--- config.mk ---
export PLATFORM = sky130hd
export DESIGN_NAME = code_encoder_tx
export DESIGN_NICKNAME = d
export VERILOG_FILES = /design/src/rtl/code_encoder_tx.sv
export SDC_FILE = /design/constraint.sdc
export NUM_CORES = 1
export LEC_CHECK = 0
export BUFFER_PORTS_ARGS = -buffer_cell sky130_fd_sc_hd__buf_2
export CORE_MARGIN = 2
export CORE_UTILIZATION = 34
export DETAILED_ROUTE_END_ITERATION = 12
export GPL_TIMING_DRIVEN = 0
export PLACE_DENSITY_LB_ADDON = 0.25
export SYNTH_ARGS = -nofsm -noshare
export SYNTH_HDL_FRONTEND = slang
export SYNTH_SLANG_ARGS = --single-unit
--- constraint.sdc ---
create_clock -name clk -period 2.55 [get_ports clk]
set_input_delay 0.6375 -clock clk [delete_from_list [all_inputs] [get_ports clk]]
set_output_delay 0.6375 -clock clk [all_outputs]
set_load 0.01 [all_outputs]
--- src/rtl/code_encoder_tx.sv ---
`default_nettype none
// +--------------------------------------------------------------------+
// | code_encoder_tx                                                    |
// | Maps a decimal digit to its 4-bit code, then sends it on a framed  |
// | serial line (start bit, 4 data bits MSB first, stop bit).          |
// | Revision: 1.0                                                      |
// +--------------------------------------------------------------------+
module code_encoder_tx #(
    parameter int CLKS_PER_BIT = 4
) (
    input  logic       clk,
    input  logic       rst_n,
    input  logic [3:0] digit_in,
    input  logic       digit_valid,
    output logic       digit_ready,
    output logic [3:0] code_out,
    output logic       code_valid,
    output logic       tx_serial,
    output logic       tx_busy,
    output logic       err_invalid
);

    localparam logic [1:0] c_idle  = 2'd0;
    localparam logic [1:0] c_start = 2'd1;
    localparam logic [1:0] c_data  = 2'd2;
    localparam logic [1:0] c_stop  = 2'd3;
    localparam logic [7:0] c_cnt_max = 8'(CLKS_PER_BIT - 1);

    function automatic logic [3:0] f_encode(input logic [3:0] d);
        logic [3:0] code;
        case (d)
            4'd0:    code = 4'b0000;
            4'd1:    code = 4'b0001;
            4'd2:    code = 4'b0011;
            4'd3:    code = 4'b0010;
            4'd4:    code = 4'b0111;
            4'd5:    code = 4'b0110;
            4'd6:    code = 4'b0100;
            4'd7:    code = 4'b0101;
            4'd8:    code = 4'b1111;
            4'd9:    code = 4'b1110;
            default: code = 4'b0000;
        endcase
        return code;
    endfunction

    logic [1:0] r_state;
    logic [7:0] r_cnt;
    logic [1:0] r_bit_idx;
    logic [3:0] r_shift;
    logic       r_tx;
    logic       r_ready;
    logic [3:0] r_code;
    logic       r_code_valid;
    logic       r_err;

    logic [1:0] w_state_nxt;
    logic [7:0] w_cnt_nxt;
    logic [1:0] w_bit_idx_nxt;
    logic [3:0] w_shift_nxt;
    logic       w_tx_nxt;
    logic       w_hs;
    logic       w_legal;
    logic       w_bit_end;
    logic [3:0] w_code;

    assign w_hs      = digit_valid & r_ready;
    assign w_legal   = (digit_in <= 4'd9);
    assign w_bit_end = (r_cnt == c_cnt_max);
    assign w_code    = f_encode(digit_in);

    always_comb begin
        w_state_nxt   = r_state;
        w_cnt_nxt     = r_cnt;
        w_bit_idx_nxt = r_bit_idx;
        w_shift_nxt   = r_shift;
        w_tx_nxt      = r_tx;
        case (r_state)
            c_idle: begin
                w_tx_nxt = 1'b1;
                if (w_hs && w_legal) begin
                    w_state_nxt = c_start;
                    w_cnt_nxt   = 8'd0;
                    w_shift_nxt = w_code;
                    w_tx_nxt    = 1'b0;
                end
            end
            c_start: begin
                if (w_bit_end) begin
                    w_state_nxt   = c_data;
                    w_cnt_nxt     = 8'd0;
                    w_bit_idx_nxt = 2'd3;
                    w_tx_nxt      = r_shift[3];
                end else begin
                    w_cnt_nxt = r_cnt + 8'd1;
                end
            end
            c_data: begin
                if (w_bit_end) begin
                    w_cnt_nxt = 8'd0;
                    if (r_bit_idx == 2'd0) begin
                        w_state_nxt = c_stop;
                        w_tx_nxt    = 1'b1;
                    end else begin
                        // Next bit is pre-registered so the line changes exactly on the boundary
                        w_bit_idx_nxt = r_bit_idx - 2'd1;
                        w_shift_nxt   = {r_shift[2:0], 1'b0};
                        w_tx_nxt      = r_shift[2];
                    end
                end else begin
                    w_cnt_nxt = r_cnt + 8'd1;
                end
            end
            c_stop: begin
                if (w_bit_end) begin
                    w_state_nxt = c_idle;
                    w_cnt_nxt   = 8'd0;
                    w_tx_nxt    = 1'b1;
                end else begin
                    w_cnt_nxt = r_cnt + 8'd1;
                end
            end
            default: begin
                w_state_nxt = c_idle;
                w_cnt_nxt   = 8'd0;
                w_tx_nxt    = 1'b1;
            end
        endcase
    end

    always_ff @(posedge clk or negedge rst_n) begin
        if (!rst_n) begin
            r_state      <= c_idle;
            r_cnt        <= 8'd0;
            r_bit_idx    <= 2'd0;
            r_shift      <= 4'd0;
            r_tx         <= 1'b1;
            r_ready      <= 1'b0;
            r_code       <= 4'd0;
            r_code_valid <= 1'b0;
            r_err        <= 1'b0;
        end else begin
            r_state      <= w_state_nxt;
            r_cnt        <= w_cnt_nxt;
            r_bit_idx    <= w_bit_idx_nxt;
            r_shift      <= w_shift_nxt;
            r_tx         <= w_tx_nxt;
            r_ready      <= (w_state_nxt == c_idle);
            r_code_valid <= w_hs && w_legal;
            r_err        <= w_hs && !w_legal;
            if (w_hs && w_legal) begin
                r_code <= w_code;
            end
        end
    end

    assign digit_ready = r_ready;
    assign code_out    = r_code;
    assign code_valid  = r_code_valid;
    assign tx_serial   = r_tx;
    assign tx_busy     = (r_state != c_idle);
    assign err_invalid = r_err;

endmodule
`default_nettype wire

# == After elaboration in Yosys (flattened, before gate mapping) ==
# Memory sizes are Yosys's and may differ from the RTL's.
# Index checks and enable logic that the tools add are counted.
# classes
n_div,0
muxes,23
multipliers,0
order_cmp,1
n_bitwise,1
n_eq_ne,9
n_shift,0
add_sub_neg,2
reduce_logical,13
# op_table
op,n
two-way mux 2 bit,8
two-way mux 8 bit,2
case mux 8 bit (2 select lines),1
two-way mux 4 bit,3
"!= test 2 bit, second input constant",5
"adder 8 x 1 -> 8 bit, second input constant",1
"== test 8 x 2 -> 1 bit, second input constant",1
case mux 2 bit (4 select lines),1
case mux 4 bit (2 select lines),1
AND reduction 4 bit,2
logical NOT 2 bit,3
nonzero test 2 bit,3
two-way mux 1 bit,5
"== test 2 bit, second input constant",2
"less-or-equal comparator 4 bit, second input constant",1
case mux 1 bit (4 select lines),1
case mux 2 bit (2 select lines),1
AND reduction 3 bit,1
OR reduction 3 bit,1
"== test 2 x 1 -> 1 bit, second input constant",1
logical AND 1 bit,2
"subtractor 2 x 1 -> 2 bit, second input constant",1
bitwise AND 1 bit,1
logical NOT 1 bit,1
# word_totals
latchBits,0
ram_bits,0
rom_bits,64
output_inout_bits,9
wordCells,59
reg_bits,24
n_memories,1
input_bits,7
# memory_table
name,depth,word_bits,rd,rd_ports_with_merged_regs,write_ports,line_no,text
(no name shown),16,4,1,0,0,31,case (d)

# == Longest topological paths before layout ==
# logic_depth
ltp_word,5
mapped_depth,7
depth_no_buf,6

# == Worst setup path after synthesis ==
# OpenSTA, ideal clock, no wires.
# synth_path
path_type,input port to flip-flop
start,in digit_in[1]
end,reg r_shift[0]
path_stages,6
setup_ps,125
t_required_ps,2425
arrival_ps,1976
setup_slack_ps,449
path_cell_list,inv_1 -> ha_1 -> or3b_1 -> and3_1 -> a32o_2 -> mux2_4
# synth_via
elab_chain_len,4
word_cells_on_any_way,7
classes_between,order compare: 1; eq/ne: 1; mux: 2; reduce/logical: 2; memory: 1
# synth_lines
item,line_no,text
from (decl),13,"input logic [3:0] digit_in,"
less-or-equal comparator 4 bit,68,assign w_legal = (digit_in <= 4'd9);
logical AND 1 bit,81,if (w_hs && w_legal) begin
!= test 2 bit (no source line),-,
AND reduction 4 bit (no source line),-,
to (signal assigned),146,r_shift <= w_shift_nxt;
to (decl),50,logic [3:0] r_shift;
# Several ways; a longest one is shown, not always the timed one. The select of a mux whose other input is x is not followed.
# A chain may end at the register's enable or synchronous reset.

# == Final worst setup path ==
# layout_path
start,reg r_cnt[0]
end,reg r_shift[0]
# layout_via
elab_chain_len,3
# layout_lines
item,line_no,text
from (decl),48,logic [7:0] r_cnt;
from (signal assigned),144,r_cnt <= w_cnt_nxt;
== test 8 x 2 -> 1 bit,69,assign w_bit_end = (r_cnt == c_cnt_max);
!= test 2 bit (no source line),-,
AND reduction 4 bit (no source line),-,
# No other way between the ends.

==> results.py <==
metrics = {
    "outcome": {
        "status": "completed",
    },
    "sta": {
        "setup_slack_ns": 0.452,
        "max_freq_mhz": 477,
        "tightest_slew_ns": 0.544,
        "fin_crit_ns": 2.10,
        "maxSlewHeadroom_pct": 63.7,
        "final_max_slew_viol_count": 0,
        "period_share_pct": 82.3,
        "hold_violations": 0,
        "setup_tns_ns": 0,
        "setup_viol": 0,
        "skew_ns": 0.0113,
        "rsz0062_at_grt": "false",
    },
    "floorplan": {
        "start_util_pct": 35.6,
        "ios": 16,
        "dieArea_mm2": 0.00435,
        "core_region_area_mm2": 0.00366,
        "dieHeight_um": 65.9,
        "die_x_um": 65.9,
        "placementRows": 22,
    },
    "detailed_routing": {
        "route.detailed.wl_per_inst_um": 12.5,
        "routed_wl_um": 2470,
        "drt.antenna.violating_nets": 0,
        "vias_per_cell": 5.08,
        "routed-via-count": 1000,
        "drtIter0Drc": 63,
        "drc": 0,
        "first_pass_iters": 4,
    },
    "worst_setup_path": {
        "worstPathMaxFanout": 7,
        "startpoint_type": "flip-flop",
        "critPathMaxStageDelay_ns": 0.43,
        "worstPathRequired_ns": 2.70,
        "path_buf_inv": 1,
        "cpMaxStageDelayCell": "dfrtp_1",
        "critical_path_class": "flip-flop to flip-flop",
        "crit_chain": "ha_1 -> nor3b_1 -> and2_1 -> buf_2 -> a32o_2 -> mux2_4",
        "crit_path_end_kind": "flip-flop",
        "critPathArrivalTime_ns": 2.25,
        "path_delay_family": "simple AND/OR/NAND/NOR gates",
    },
    "clock_network": {
        "cts_made_buffers": 3,
        "clock_sinks": 24,
        "clockBufferDepth": 2,
        "path_clk_slew_ns": 0.09,
        "cts_tree": "done",
        "post_cts_buffers": 0,
        "htree_levels": 1,
        "cts_resized": 0,
        "clk_latency_ns": 0.27,
        "ctsHoldBuffers": 0,
        "cts_root_buf": "clkbuf_8",
    },
    "power_and_ir_drop": {
        "total_power_mw": 1.61,
        "p_seq_share_pct": 41.9,
        "p_leak_nw": 0.706,
        "powerDensity_mw_per_mm2": 1080,
        "power_frac_comb_pct": 42.2,
        "p_sw_uw": 627,
        "p_clk_share_pct": 15.9,
        "ir_drop_mv": 0.431,
        "netSwitchingFraction_pct": 38.8,
        "p_int_uw": 988,
    },
    "synth": {
        "async_reset_ff_share_pct": 100,
        "synth_area_per_cell_um2": 9.95,
        "synth_nets": 144,
        "syn_inst": 131,
        "ys_types": 39,
        "synth_seq_area_share_pct": 46.2,
        "synth_edf_count": 0,
        "syn_area_mm2": 0.00130,
        "postSynthRegisterBits": 24,
        "synth_flop_cell": "dfrtp_1",
        "yosys_warnings": 0,
    },
    "placed_design": {
        "portBuffers": 14,
        "globalplace.congestion": 0.777,
        "hpwl_um": 1810,
        "dp_slack_ns": 0.288,
        "dp.cells": 193,
    },
    "layout": {
        "stdcell_count": 197,
        "syn_to_final_growth_pct": 14.2,
        "antenna_cells": 0,
        "drive_gt1_share_pct": 21.5,
        "nNetsFinal": 163,
        "postLayoutCoreUtil_pct": 40.7,
    },
    "global_routing": {
        "first_global_vias": 1021,
        "grtUsageTotal_pct": 13.1,
        "grt_max_degree": 25,
        "grt_overflow": 0,
        "grt_pass1_wl_um": 4420,
        "grt_antenna_before_repair": 0,
    },
    "flow_run": {
        "drv_cap": 0,
    },
    "min_path": {
        "hold_class": "input pin to asynchronous set/reset pin",
    },
}
## per-stage QoR
step	instance area, um2	hold WS [ns]
floorplan	1300	0.342
global placement	1430	0.453
detailed placement	1430	0.451
CTS	1490	0.362
global route	1490	0.382
finish	1490	0.341
## sequential cells by signal, indices dropped and copies added (netlist names)
register	flops
r_cnt	8
code_out	4
r_shift	4
r_bit_idx	2
r_state	2
code_valid	1
digit_ready	1
err_invalid	1
tx_serial	1
## synthesized netlist by cell type, drive strengths merged (2+ instances only)
cell / count / area share [%]
nand3: 2 / 0.77
buf: 4 / 1.7
a21oi: 6 / 2.3
a22o: 2 / 1.3
mux2i: 2 / 1.5
o22a: 2 / 1.3
dfrtp: 23 / 44
inv: 10 / 2.9
mux2: 5 / 5.5
a31oi: 6 / 2.9
o21a: 2 / 1.2
a41oi: 2 / 1.3
nor2: 12 / 3.6
ha: 6 / 5.8
and2: 2 / 0.96
o21ai: 8 / 3.1
xnor2: 3 / 2.0
and3: 3 / 1.4
nand2: 13 / 3.7
clkbuf: 2 / 0.58
## cells in the final DEF (no fill, tap or decap), types with 3 or more instances in the layout
cell type / instances
nor2_1: 11
mux2_4: 4
a31oi_1: 6
and3_1: 3
nand2_1: 13
inv_1: 10
ha_1: 6
a21oi_1: 6
clkbuf_8: 4
o21ai_0: 8
xnor2_1: 3
dfrtp_1: 23
buf_2: 17
## cell families (layout without fill, tap and decap cells)
logic type / count (synthesis) / count (layout) / share of synthesized area [%]
mux: 7 / 7 / 7.01
xor+xnor: 3 / 3 / 2.02
buf+inv: 16 / 34 / 5.18
flops: 24 / 24 / 46.2
compound gates: 34 / 34 / 17.5
fa+ha+maj: 6 / 6 / 5.76
simple gates: 41 / 41 / 16.4
## power by group through the flow
stage | clock network (mW) | registers (mW) | logic [mW]
floorplan | 0 | 0.678 | 0.496
global placement | 0 | 0.674 | 0.674
detailed placement | 0 | 0.680 | 0.689
CTS | 0.264 | 0.675 | 0.692
global route | 0.279 | 0.702 | 0.779
finish | 0.257 | 0.676 | 0.682
## final timing paths
path                                        from                     end  slack (ns)  depth (start not counted)
hold reg to reg            tx_serial$_DFFE_PN1P_   tx_serial$_DFFE_PN1P_        0.46                          2
setup / recovery            r_cnt[0]$_DFFE_PN0P_  r_shift[0]$_DFFE_PN0P_        0.45                          6
min in group clk           tx_serial$_DFFE_PN1P_   tx_serial$_DFFE_PN1P_        0.46                          2
setup reg to reg            r_cnt[0]$_DFFE_PN0P_  r_shift[0]$_DFFE_PN0P_        0.45                          6
hold / removal                             rst_n    r_cnt[2]$_DFFE_PN0P_        0.34                          1
max in group asynchronous                  rst_n  r_shift[2]$_DFFE_PN0P_        1.83                          1
## final cells by class
class	instances	area, um2
inverter	10	37.5
tap	48	60.1
fill	367	2170
buffer	6	30.0
clock buffer	4	55.1
timing repair buffer	14	70.1
sequential	24	602
multi-input combinational	91	634
## metal layers
layer | vias up | track usage, % | routed length, um
met5 | - | 0 | 0
met4 | 0 | 4.69 | 40
met3 | 2 | 3.58 | 87
met2 | 12 | 22.5 | 1160
met1 | 488 | 15.6 | 1180
li1 | 498 | - | -
No activity file was read; power rests on OpenSTA's default activity.
